--- config.mk ---
export PLATFORM = sky130hd
export DESIGN_NAME = s_msg_buffer
export DESIGN_NICKNAME = d
export VERILOG_FILES = /design/src/rtl/s_msg_buffer.sv
export SDC_FILE = /design/constraint.sdc
export NUM_CORES = 1
export LEC_CHECK = 0
export CAP_MARGIN = 20
export CORE_ASPECT_RATIO = 1.25
export CORE_MARGIN = 5
export CORE_UTILIZATION = 40
export DETAILED_ROUTE_END_ITERATION = 10
export GPL_ROUTABILITY_DRIVEN = 0
export SLEW_MARGIN = 20
export SYNTH_ARGS = -nofsm -noshare
export SYNTH_HDL_FRONTEND = slang
export SYNTH_SLANG_ARGS = --single-unit
--- constraint.sdc ---
create_clock -name clk -period 2.9 [get_ports clk]
set_input_delay 0.58 -clock clk [delete_from_list [all_inputs] [get_ports clk]]
set_output_delay 0.58 -clock clk [all_outputs]
set_load 0.01 [all_outputs]
--- src/rtl/s_msg_buffer.sv ---
// s_msg_buffer: frames SPI slave byte traffic on chip select, stores received bytes in an RX
// buffer read by the display, and streams a host-written TX buffer back to the SPI engine.
// All SPI-domain status inputs are double-flopped, edge-detected and registered as events.
// Optional build macro: S_MSG_BUFFER_LOOPBACK_EN echoes every stored RX byte into the TX buffer.
module s_msg_buffer #(
  parameter int unsigned       DATA_W = 8,
  parameter int unsigned       DEPTH  = 64,
  parameter int unsigned       ADDR_W = 6,
  parameter int unsigned       WRAP   = 0,
  parameter logic [DATA_W-1:0] FILL   = 8'h20
) (
  input  logic              clk,
  input  logic              rst_btn,
  input  logic              spi_ss,
  input  logic              spi_rx_busy,
  input  logic              spi_tx_busy,
  input  logic [DATA_W-1:0] spi_rx_data,
  output logic [DATA_W-1:0] spi_tx_data,
  input  logic              host_we,
  input  logic [ADDR_W-1:0] host_waddr,
  input  logic [DATA_W-1:0] host_wdata,
  input  logic [ADDR_W-1:0] rd_addr,
  output logic [DATA_W-1:0] rd_data,
  output logic [ADDR_W:0]   rx_count,
  output logic              rx_overflow,
  output logic              frame_done
);

  localparam logic [ADDR_W:0] DepthCnt = (ADDR_W + 1)'(DEPTH);

  logic [DATA_W-1:0] rx_mem [DEPTH];
  logic [DATA_W-1:0] tx_mem [DEPTH];

  // Synchroniser and edge-detect stages
  logic ss_meta_q, ss_sync_q, ss_prev_q;
  logic rxb_meta_q, rxb_sync_q, rxb_prev_q;
  logic txb_meta_q, txb_sync_q, txb_prev_q;

  // Framing state and registered events
  logic [1:0] settle_q, settle_d;
  logic       armed_q, armed_d;
  logic       in_frame_q, in_frame_d;
  logic       start_q, end_q, rx_evt_q, tx_evt_q;
  logic       ss_fall, ss_rise, rx_fall, tx_fall;

  // Datapath state
  logic [ADDR_W-1:0] rx_idx_q, rx_idx_d;
  logic [ADDR_W:0]   rx_count_q, rx_count_d;
  logic              rx_ovf_q, rx_ovf_d;
  logic [ADDR_W-1:0] tx_idx_q, tx_idx_d;
  logic [DATA_W-1:0] tx_data_q, tx_data_d;
  logic [DATA_W-1:0] rd_data_q, rd_data_d;
  logic              frame_done_q, frame_done_d;
  logic              rx_we;

  // Edge detection and framing: a frame may only start once ss has genuinely been seen high
  // after reset, so a reset released mid-frame cannot fake a falling edge.
  always_comb begin
    ss_fall    = armed_q & ss_prev_q & ~ss_sync_q;
    ss_rise    = in_frame_q & ~ss_prev_q & ss_sync_q;
    rx_fall    = in_frame_q & ~ss_sync_q & rxb_prev_q & ~rxb_sync_q;
    tx_fall    = in_frame_q & ~ss_sync_q & txb_prev_q & ~txb_sync_q;
    settle_d   = (settle_q == 2'd3) ? settle_q : settle_q + 2'd1;
    armed_d    = armed_q | ((settle_q == 2'd3) & ss_sync_q & ss_prev_q);
    in_frame_d = in_frame_q;
    if (ss_fall) begin
      in_frame_d = 1'b1;
    end else if (ss_rise) begin
      in_frame_d = 1'b0;
    end
  end

  // Event actions; frame start overrides any byte event landing in the same cycle
  always_comb begin
    rx_idx_d     = rx_idx_q;
    rx_count_d   = rx_count_q;
    rx_ovf_d     = rx_ovf_q;
    tx_idx_d     = tx_idx_q;
    tx_data_d    = tx_data_q;
    rx_we        = 1'b0;
    frame_done_d = end_q;
    rd_data_d    = ({1'b0, rd_addr} < rx_count_q) ? rx_mem[rd_addr] : FILL;
    if (start_q) begin
      rx_idx_d   = '0;
      rx_count_d = '0;
      rx_ovf_d   = 1'b0;
      tx_data_d  = tx_mem[0];
      tx_idx_d   = ADDR_W'(1);
    end else begin
      if (rx_evt_q) begin
        if (rx_count_q < DepthCnt) begin
          rx_we      = 1'b1;
          rx_idx_d   = rx_idx_q + ADDR_W'(1);
          rx_count_d = rx_count_q + (ADDR_W + 1)'(1);
        end else begin
          rx_ovf_d = 1'b1;
          if (WRAP != 0) begin
            rx_we    = 1'b1;
            rx_idx_d = rx_idx_q + ADDR_W'(1);
          end
        end
      end
      if (tx_evt_q) begin
        tx_data_d = tx_mem[tx_idx_q];
        tx_idx_d  = tx_idx_q + ADDR_W'(1);
      end
    end
  end

  // Control and status registers; sync flops reset to the idle bus state
  always_ff @(posedge clk or negedge rst_btn) begin
    if (!rst_btn) begin
      ss_meta_q    <= 1'b1;
      ss_sync_q    <= 1'b1;
      ss_prev_q    <= 1'b1;
      rxb_meta_q   <= 1'b0;
      rxb_sync_q   <= 1'b0;
      rxb_prev_q   <= 1'b0;
      txb_meta_q   <= 1'b0;
      txb_sync_q   <= 1'b0;
      txb_prev_q   <= 1'b0;
      settle_q     <= 2'd0;
      armed_q      <= 1'b0;
      in_frame_q   <= 1'b0;
      start_q      <= 1'b0;
      end_q        <= 1'b0;
      rx_evt_q     <= 1'b0;
      tx_evt_q     <= 1'b0;
      rx_idx_q     <= '0;
      rx_count_q   <= '0;
      rx_ovf_q     <= 1'b0;
      tx_idx_q     <= '0;
      tx_data_q    <= '0;
      rd_data_q    <= '0;
      frame_done_q <= 1'b0;
    end else begin
      ss_meta_q    <= spi_ss;
      ss_sync_q    <= ss_meta_q;
      ss_prev_q    <= ss_sync_q;
      rxb_meta_q   <= spi_rx_busy;
      rxb_sync_q   <= rxb_meta_q;
      rxb_prev_q   <= rxb_sync_q;
      txb_meta_q   <= spi_tx_busy;
      txb_sync_q   <= txb_meta_q;
      txb_prev_q   <= txb_sync_q;
      settle_q     <= settle_d;
      armed_q      <= armed_d;
      in_frame_q   <= in_frame_d;
      start_q      <= ss_fall;
      end_q        <= ss_rise;
      rx_evt_q     <= rx_fall;
      tx_evt_q     <= tx_fall;
      rx_idx_q     <= rx_idx_d;
      rx_count_q   <= rx_count_d;
      rx_ovf_q     <= rx_ovf_d;
      tx_idx_q     <= tx_idx_d;
      tx_data_q    <= tx_data_d;
      rd_data_q    <= rd_data_d;
      frame_done_q <= frame_done_d;
    end
  end

  // Buffer storage, never reset; host port has priority over the loopback echo
  always_ff @(posedge clk) begin
    if (rx_we) begin
      rx_mem[rx_idx_q] <= spi_rx_data;
    end
    if (host_we) begin
      tx_mem[host_waddr] <= host_wdata;
    end
`ifdef S_MSG_BUFFER_LOOPBACK_EN
    else if (rx_we) begin
      tx_mem[rx_idx_q] <= spi_rx_data;
    end
`endif
  end

  assign spi_tx_data = tx_data_q;
  assign rd_data     = rd_data_q;
  assign rx_count    = rx_count_q;
  assign rx_overflow = rx_ovf_q;
  assign frame_done  = frame_done_q;

endmodule
# After elaboration in Yosys (flattened, before gate mapping)
# Memory sizes are Yosys's and may differ from the RTL's.
# Cells that the tools add are included.
classes:
  add_sub_neg: 4
  mul: 0
  n_div: 0
  order_cmp: 2
  n_eq_ne: 2
  shift: 0
  muxes: 23
  n_bitwise: 16
  n_reduce_logical: 6
ops:
  columns: ["operator", "n"]
  rows:
  - ["6-bit two-way mux", 5]
  - ["8-bit two-way mux", 3]
  - ["7-bit two-way mux", 3]
  - ["6-bit by 1-bit adder with 6-bit output, second input constant", 2]
  - ["1-bit two-way mux", 12]
  - ["1-bit AND", 11]
  - ["2-bit nonzero test", 4]
  - ["7-bit by 1-bit adder with 7-bit output, second input constant", 1]
  - ["6-bit by 7-bit less-than comparator with 1-bit output", 1]
  - ["7-bit less-than comparator, second input constant", 1]
  - ["1-bit inverter", 4]
  - ["2-bit AND reduction", 2]
  - ["2-bit by 1-bit adder with 2-bit output, second input constant", 1]
  - ["2-bit equality test, second input constant", 1]
  - ["2-bit != test, second input constant", 1]
  - ["1-bit bitwise OR", 1]
word_totals:
  ff_bits: 54
  latchBits: 0
  mem_bits_rw: 1024
  romBits: 0
  input_bits: 34
  output_inout_bits: 25
  word_cells: 78
  mem_count: 2
mem_list:
  columns: ["name", "words", "word_bits", "read_ports", "rd_clocked_by_memory_dff", "write_ports", "line", "text"]
  rows:
  - ["rx_mem", 64, 8, 1, 0, 1, "31", "logic [DATA_W-1:0] rx_mem [DEPTH];"]
  - ["tx_mem", 64, 8, 2, 0, 1, "32", "logic [DATA_W-1:0] tx_mem [DEPTH];"]

# Logic depth before layout (Yosys ltp)
# Gate-level depths: netlist (run 1).
logic_depth:
  ltp_word: 6
  depth_mapped: 8
  depth_no_buf: 7

# Worst setup path after synthesis (run 1)
# OpenSTA, ideal clock, no wires.
synth_path:
  kind: "flip-flop to flip-flop"
  start: "reg rx_count_q[6] (netlist: rx_count[6])"
  end: "mem rx_mem[47][0], enable pin"
  setup_ns: 0.370
  arrival_time_ns: 1.910
  required_ns: 2.530
  setup_slack_ns: 0.619
  path_stages_with_launch: 7
  period_less_slack_ns: 2.281
  cell_sequence: "dfrtp_1 > nor2b_1 > clkbuf_1 > nand4_1 > or2_2 > clkbuf_1 > nor2_1"
synth_between:
  elab_chain_len: 6
synth_rtl:
  columns: ["element", "line", "text"]
  rows:
  - ["from (decl)", "48", "logic [ADDR_W:0] rx_count_q, rx_count_d;"]
  - ["from (signal assigned)", "154", "rx_count_q <= rx_count_d;"]
  - ["7-bit less-than comparator", "91", "if (rx_count_q < DepthCnt) begin"]
  - ["1-bit two-way mux", "91", null]
  - ["1-bit two-way mux", "90", "if (rx_evt_q) begin"]
  - ["1-bit two-way mux", "83", "if (start_q) begin"]
  - ["1-bit two-way mux", "165", "if (rx_we) begin"]
  - ["1-bit two-way mux (implied by the code)", "166", "rx_mem[rx_idx_q] <= spi_rx_data;"]
  - ["to (decl)", "31", null]
# No other way between the ends.

# Final worst setup path (run 1)
layout_path:
  start: "reg tx_idx_q[0]"
  end: "reg tx_data_q[7] (netlist: spi_tx_data[7])"
layout_between:
  elab_chain_len: 3
layout_rtl:
  columns: ["element", "line", "text"]
  rows:
  - ["from (decl)", "50", "logic [ADDR_W-1:0] tx_idx_q, tx_idx_d;"]
  - ["from (signal assigned)", "156", "tx_idx_q <= tx_idx_d;"]
  - ["memory read 64 x 8 bit", null, null]
  - ["8-bit two-way mux", "103", "if (tx_evt_q) begin"]
  - ["8-bit two-way mux", "83", null]
  - ["to (signal assigned)", "157", "tx_data_q <= tx_data_d;"]
  - ["to (decl)", "51", "logic [DATA_W-1:0] tx_data_q, tx_data_d;"]
# No other way between the ends. The select of a mux whose other input is x is not followed.
# A chain may end at the register's enable or synchronous reset.

==> results.sh, run 1 <==
export IMPL_cts_root_buf="clkbuf_16"
export IMPL_clock_sinks=1078
export IMPL_cp_start_kind="flip-flop"
export IMPL_max_vdd_ir_drop_uv=492
export IMPL_grt_util_all_layers=0.180
export IMPL_pre_cts_slack_ns=0.0364
export IMPL_min_delay_start="host_wdata[3]"
export IMPL_cp_max_fo=19
export IMPL_die_y_um=372
export IMPL_setup_tns_ns=0
export IMPL_antenna_found_initial=0
export IMPL_period_needed_ns=2.80
export IMPL_die_x_um=300
export IMPL_max_slew_margin=0.291
export IMPL_io_pins=59
export IMPL_drc=0
export IMPL_synth_top_area_cell="edfxtp_1"
export IMPL_r2r_slack_ns=0.1
export IMPL_yosysWarnings=0
export IMPL_yosysSeqAreaShare=0.764
export IMPL_worst_slew_pin_slew_ns=1.04
export IMPL_path_class="flip-flop to flip-flop"
export IMPL_core_area_mm2=0.105
export IMPL_cp_arrival_ns=3.41
export IMPL_hold_violations=0
export IMPL_status="finished, final reports clean"
export IMPL_grt_pass1_vias=21885
export IMPL_final_util=0.467
export IMPL_max_freq_mhz=357
export IMPL_synthToLayoutAreaGrowth_pct=16.5
export IMPL_dp_hpwl_mm=66.7
export IMPL_cts_htree_levels=3
export IMPL_drt_iter0_drc=2087
export IMPL_rsz0062_at_grt="false"
export IMPL_port_buffers=58
export IMPL_drive_gt1_frac=0.293
export IMPL_antenna_left=0
export IMPL_cts_clk_slew_worst_paths_ns=0.06
export IMPL_netlist_instances=2083
export IMPL_crit_path_end_kind="flip-flop"
export IMPL_drv_cap=0
export IMPL_cts_tree="built"
export IMPL_insertion_delay_ns=0.68
export IMPL_skew_ns=0.0450
export IMPL_vias_per_cell=5.61
export IMPL_rr_worst_depth=6
export IMPL_first_pass_iters=6
export IMPL_synth_flop_cell="edfxtp_1"
export IMPL_drt_wirelength_per_cell_um=26.6
export IMPL_synth_top_area_frac=0.731
export IMPL_hp_class="primary input to flip-flop"
export IMPL_grt_ovfl_total=0
export IMPL_num_antenna_cells=0
export IMPL_synth_edff_count=1024
export IMPL_syn_mean_instance_area_um2=20.2
export IMPL_min_to="tx_mem[2][3]"
export IMPL_r2r_start="tx_idx_q[0]"
export IMPL_power_density_mw_per_mm2=675
export IMPL_grt_max_degree=66
export IMPL_syn_cell_area_mm2=0.0420
export IMPL_yosys_top_cells_area="edfxtp_1 (73%), mux4_2 (12%), dfrtp_1 (3.0%)"
export IMPL_fin_nets=2395
export IMPL_die_area_mm2=0.112
export IMPL_reg2reg_to="spi_tx_data[7]"
export IMPL_cts_made_buffers=103
export IMPL_cts_setup_buffers=0
export IMPL_grt_pass1_wl_mm=149
export IMPL_setup_violations_final=0
export IMPL_clockBufferDepth=3
export IMPL_postCtsResizedCells=0
export IMPL_worst_slack_ns=0.0967
export IMPL_num_rows=133
export IMPL_cellLeakagePower_nw=15.8
export IMPL_initial_core_util=0.401
export IMPL_finalWirelength_mm=101
export IMPL_via_count=21270
export IMPL_ys_ff_latch=1078
export IMPL_fin_hold_ws_ns=0.295
export IMPL_async_reset_ff_frac=0.0501
export IMPL_finalMaxSlewViolations=0
export IMPL_ys_types=58
export IMPL_syn_num_nets=2126
export IMPL_period_share=0.967
export IMPL_worstPathRequired_ns=3.51
export IMPL_min_path_cells=1
==> per-layer routing <==
layer	track usage	vias up	share of wire
met1	0.228	11111	0.39
met3	0.0253	199	0.057
met2	0.315	866	0.52
met5	0	-	0
li1	-	9094	-
met4	0.0684	0	0.039
==> cell type report <==
type	instances	area, µm²
Tap cell	1350	1690
Multi-Input combinational cell	879	9320
Clock inverter	66	684
Timing Repair Buffer	282	2410
Sequential cell	1078	32100
Inverter	8	30.0
Fill cell	8647	55900
Clock buffer	127	2730
==> report_power, final <==
group	internal (W)	switching, W	leakage (nW)
logic	0.00102	0.00130	4.21
registers	0.0171	0.0000946	9.89
clock network	0.00777	0.00570	1.65
==> cell families after synthesis <==
group	count (synthesis)	synth area share
flip-flops	1078	0.764
XOR/XNOR	14	0.00292
buffers and inverters	126	0.0149
AND/OR/NAND/NOR	356	0.0400
multiplexers	322	0.146
AO/OA/AOI/OAI	178	0.0295
adder cells (fa/ha/maj)	9	0.00268
==> per-stage QoR <==
step | instance area (µm²) | total power (W) | cells
2_1_floorplan | 42000 | 0.0189 | 2083
3_3_place_gp | 45500 | 0.0199 | 3596
5_1_grt | 49000 | 0.0341 | 3790
4_1_cts | 49000 | 0.0333 | 3790
3_5_place_dp | 45500 | 0.0199 | 3596
6_report | 49000 | 0.0330 | 3790
==> worst max-delay path, stage by stage, from the launching register on <==
cell	delay, ns
dfrtp_4	0.66
buf_12	0.23
mux4_2	0.34
mux2i_1	0.14
a2111oi_0	0.93
a211oi_1	0.21
a21oi_1	0.18
==> worst max path at each step <==
| stage | from | end | slack, ns | cells after the start |
|---|---|---|---|---|
| after CTS | tx_idx_q[0] | spi_tx_data[6] | 0.19 | 7 |
| after floorplan | rx_count[6] | rx_mem[47][0] | 0.62 | 6 |
| after global routing | tx_idx_q[0] | spi_tx_data[0] | 0.12 | 7 |
| after detailed placement | rd_addr[4] | rd_data[0] | 0.04 | 7 |
| final | tx_idx_q[0] | spi_tx_data[7] | 0.1 | 6 |
| after global placement | rd_addr[4] | rd_data[1] | 0.10 | 7 |
==> flip-flops by register name, indices dropped and copies added, names as in the netlist, 2 cells and up <==
signal	cells
spi_tx_data	8
tx_mem	512
rd_data	8
settle_q	2
rx_count	7
rx_mem	512
rx_idx_q	6
tx_idx_q	6
==> Yosys cell counts (all sizes together), types with 18 or more instances <==
| cell type | number |
|---|---|
| nand3 | 31 |
| a21oi | 23 |
| mux4 | 227 |
| clkbuf | 47 |
| dfrtp | 51 |
| buf | 71 |
| nor3 | 47 |
| a22oi | 50 |
| edfxtp | 1024 |
| nand2 | 44 |
| mux2i | 18 |
| o22ai | 38 |
| nor2 | 162 |
| mux2 | 77 |
==> layout by cell type (no fill, tap or decap), types with 20 or more instances in the layout <==
cell type,netlist,routed
a22oi_1,50,50
a21oi_1,23,23
buf_4,16,205
dfrtp_1,51,49
clkbuf_16,0,105
clkdlybuf4s50_1,0,39
nor2_1,162,162
nand2_1,44,44
o22ai_1,38,38
edfxtp_1,1024,1024
mux2_2,77,77
clkinv_1,1,23
mux4_2,227,227
nor3_1,47,47
clkbuf_1,47,20
nand3_1,31,31
==> timing repair <==
item,CTS,global route
endpoints found under the setup margin,0,0
hold buffers,1,0
hold endpoints to repair,21,0
(Power assumes the default switching activity.)
==> run 2: changes to the inputs <==
Settings changed: CORE_UTILIZATION 40 to 35.
==> results.sh, run 2 (same netlist as run 1, synthesis figures left out) <==
export IMPL_grt_pass1_vias=22288
export IMPL_largestRegisters="rx_mem: 512 flops, tx_mem: 512 flops"
export IMPL_drc=0
export IMPL_drive_gt1_frac=0.294
export IMPL_grt_busiest_layer="met2"
export IMPL_postCtsResizedCells=0
export IMPL_worst_path_buf_inv=2
export IMPL_drv_cap=0
export IMPL_setup_tns_ns=0
export IMPL_hp_class="primary input to flip-flop"
export IMPL_r2r_slack_ns=0.20
export IMPL_setup_violations_final=0
export IMPL_max_stage_delay_ns=0.56
export IMPL_crit_path_end_kind="flip-flop"
export IMPL_cts_htree_levels=3
export IMPL_power_frac_seq=0.513
export IMPL_hold_violations=0
export IMPL_die_y_um=398
export IMPL_worstPathRequired_ns=3.45
export IMPL_grt_met3_usage=0.0325
export IMPL_max_vdd_ir_drop_uv=782
export IMPL_antenna_left=0
export IMPL_vias_per_cell=5.28
export IMPL_via_count=21238
export IMPL_cp_max_fo=13
export IMPL_initial_core_util=0.352
export IMPL_r2r_start="tx_idx_q[0]"
export IMPL_worstPathCellList="buf_12 -> buf_12 -> mux4_2 -> mux2i_1 -> nor2_1 -> nor4bb_1 -> a21oi_1"
export IMPL_cellLeakagePower_nw=15.9
export IMPL_max_slew_margin=0.301
export IMPL_insertion_delay_ns=0.70
export IMPL_pwr_share_clk=0.417
export IMPL_io_pins=59
export IMPL_sw_frac_of_total=0.215
export IMPL_finalMaxSlewViolations=0
export IMPL_max_freq_mhz=371
export IMPL_min_path_cells=1
export IMPL_period_share=0.930
export IMPL_die_area_mm2=0.127
export IMPL_power_frac_comb=0.070
export IMPL_grt_pass1_wl_mm=151
export IMPL_use_met2=0.275
export IMPL_grt_max_degree=65
export IMPL_antenna_found_initial=3
export IMPL_rr_worst_depth=7
export IMPL_num_rows=142
export IMPL_cp_start_kind="flip-flop"
export IMPL_clockBufferDepth=3
export IMPL_power_switching_w=0.00723
export IMPL_port_buffers=58
export IMPL_die_x_um=320
export IMPL_core_area_mm2=0.120
export IMPL_cpMaxStageDelayCell="nor4bb_1"
export IMPL_crit_start="tx_idx_q[0]"
export IMPL_min_delay_start="spi_rx_data[5]"
export IMPL_path_class="flip-flop to flip-flop"
export IMPL_cp_arrival_ns=3.24
export IMPL_path_depth=7
export IMPL_rsz0062_at_grt="false"
export IMPL_path_common_cell="buf_12"
export IMPL_synthToLayoutAreaGrowth_pct=17.8
export IMPL_worst_slew_pin_slew_ns=1.02
export IMPL_cts_root_buf="clkbuf_16"
export IMPL_final_util=0.414
export IMPL_met1_usage=0.201
export IMPL_crit_family="multiplexers"
export IMPL_grt_ovfl_total=0
export IMPL_fin_hold_ws_ns=0.255
export IMPL_first_pass_iters=5
export IMPL_cts_clk_slew_worst_paths_ns=0.06
export IMPL_drt_wirelength_per_cell_um=25.4
export IMPL_fin_nets=2400
export IMPL_power_density_mw_per_mm2=678
export IMPL_finalWirelength_mm=102
export IMPL_status="finished, final reports clean"
export IMPL_p_int_w=0.0264
export IMPL_layout_common_cells="edfxtp_1 (1024), mux4_2 (227), buf_4 (199)"
export IMPL_dp_hpwl_mm=67.7
export IMPL_grt_util_all_layers=0.158
export IMPL_period_needed_ns=2.70
export IMPL_final_common_cell="edfxtp_1"
export IMPL_skew_ns=0.0593
export IMPL_drt_iter0_drc=1917
export IMPL_cts_tree="built"
export IMPL_nFillCells=10467
export IMPL_cts_made_buffers=107
export IMPL_clock_sinks=1078
==> run 2: cell types whose count changed in the layout (fill, tap and decap cells not counted), sizes merged <==
cell      previous run  this run
bufinv              12        15
buf                242       243
clkbuf             127       126
clkinvlp             6         5
diode                0         1
inv                  9         8
==> run 2: area by class of cell <==
| type | instances | area [µm²] | share of cell area |
|---|---|---|---|
| flip-flops and latches | 1078 | 32100 | 0.648 |
| multi-input cells | 879 | 9320 | 0.188 |
| clock buffers | 126 | 2770 | 0.0559 |
| repair buffers | 283 | 2500 | 0.0505 |
| well taps | 1584 | 1980 | 0.0400 |
| clock inverters | 67 | 820 | 0.0165 |
| inverters | 8 | 30.0 | 0.000606 |
| diodes | 1 | 2.50 | 0.0000505 |
==> run 2: per-stage QoR <==
step	cell area (µm²)	std cells	setup slack, ns	total power (W)
final	49500	4026	0.204	0.0336
after global routing	49500	4025	0.0779	0.0347
after CTS	49500	4025	0.206	0.0339
after detailed placement	45900	3831	-0.0833	0.0200
after global placement	45900	3831	-0.0602	0.0199
after floorplan	42000	2083	0.619	0.0189
==> run 2: worst paths after layout <==
check / to
min reg2reg: frame_done
max reg2reg: spi_tx_data[3]
max: spi_tx_data[3]
max in group asynchronous: frame_done
min in group asynchronous: spi_tx_data[5]
min: rx_mem[2][5]
==> run 2: what timing repair did <==
item	in CTS	in global routing
hold buffers	1	0
buffers inserted	0	0
hold endpoints to repair	21	0
==> run 2: power groups by stage <==
stage / logic, W / clock network (W) / registers (W)
2_1_floorplan: 0.00137 / 0 / 0.0175
3_3_place_gp: 0.00236 / 0 / 0.0176
3_5_place_dp: 0.00240 / 0 / 0.0176
4_1_cts: 0.00241 / 0.0143 / 0.0172
5_1_grt: 0.00252 / 0.0150 / 0.0172
6_report: 0.00235 / 0.0140 / 0.0172
==> run 2: per-layer routing <==
metal,routed length [µm],share of wire
met1,39800,0.39
met2,52200,0.51
met3,6720,0.066
met4,3420,0.033
met5,7,0.000068
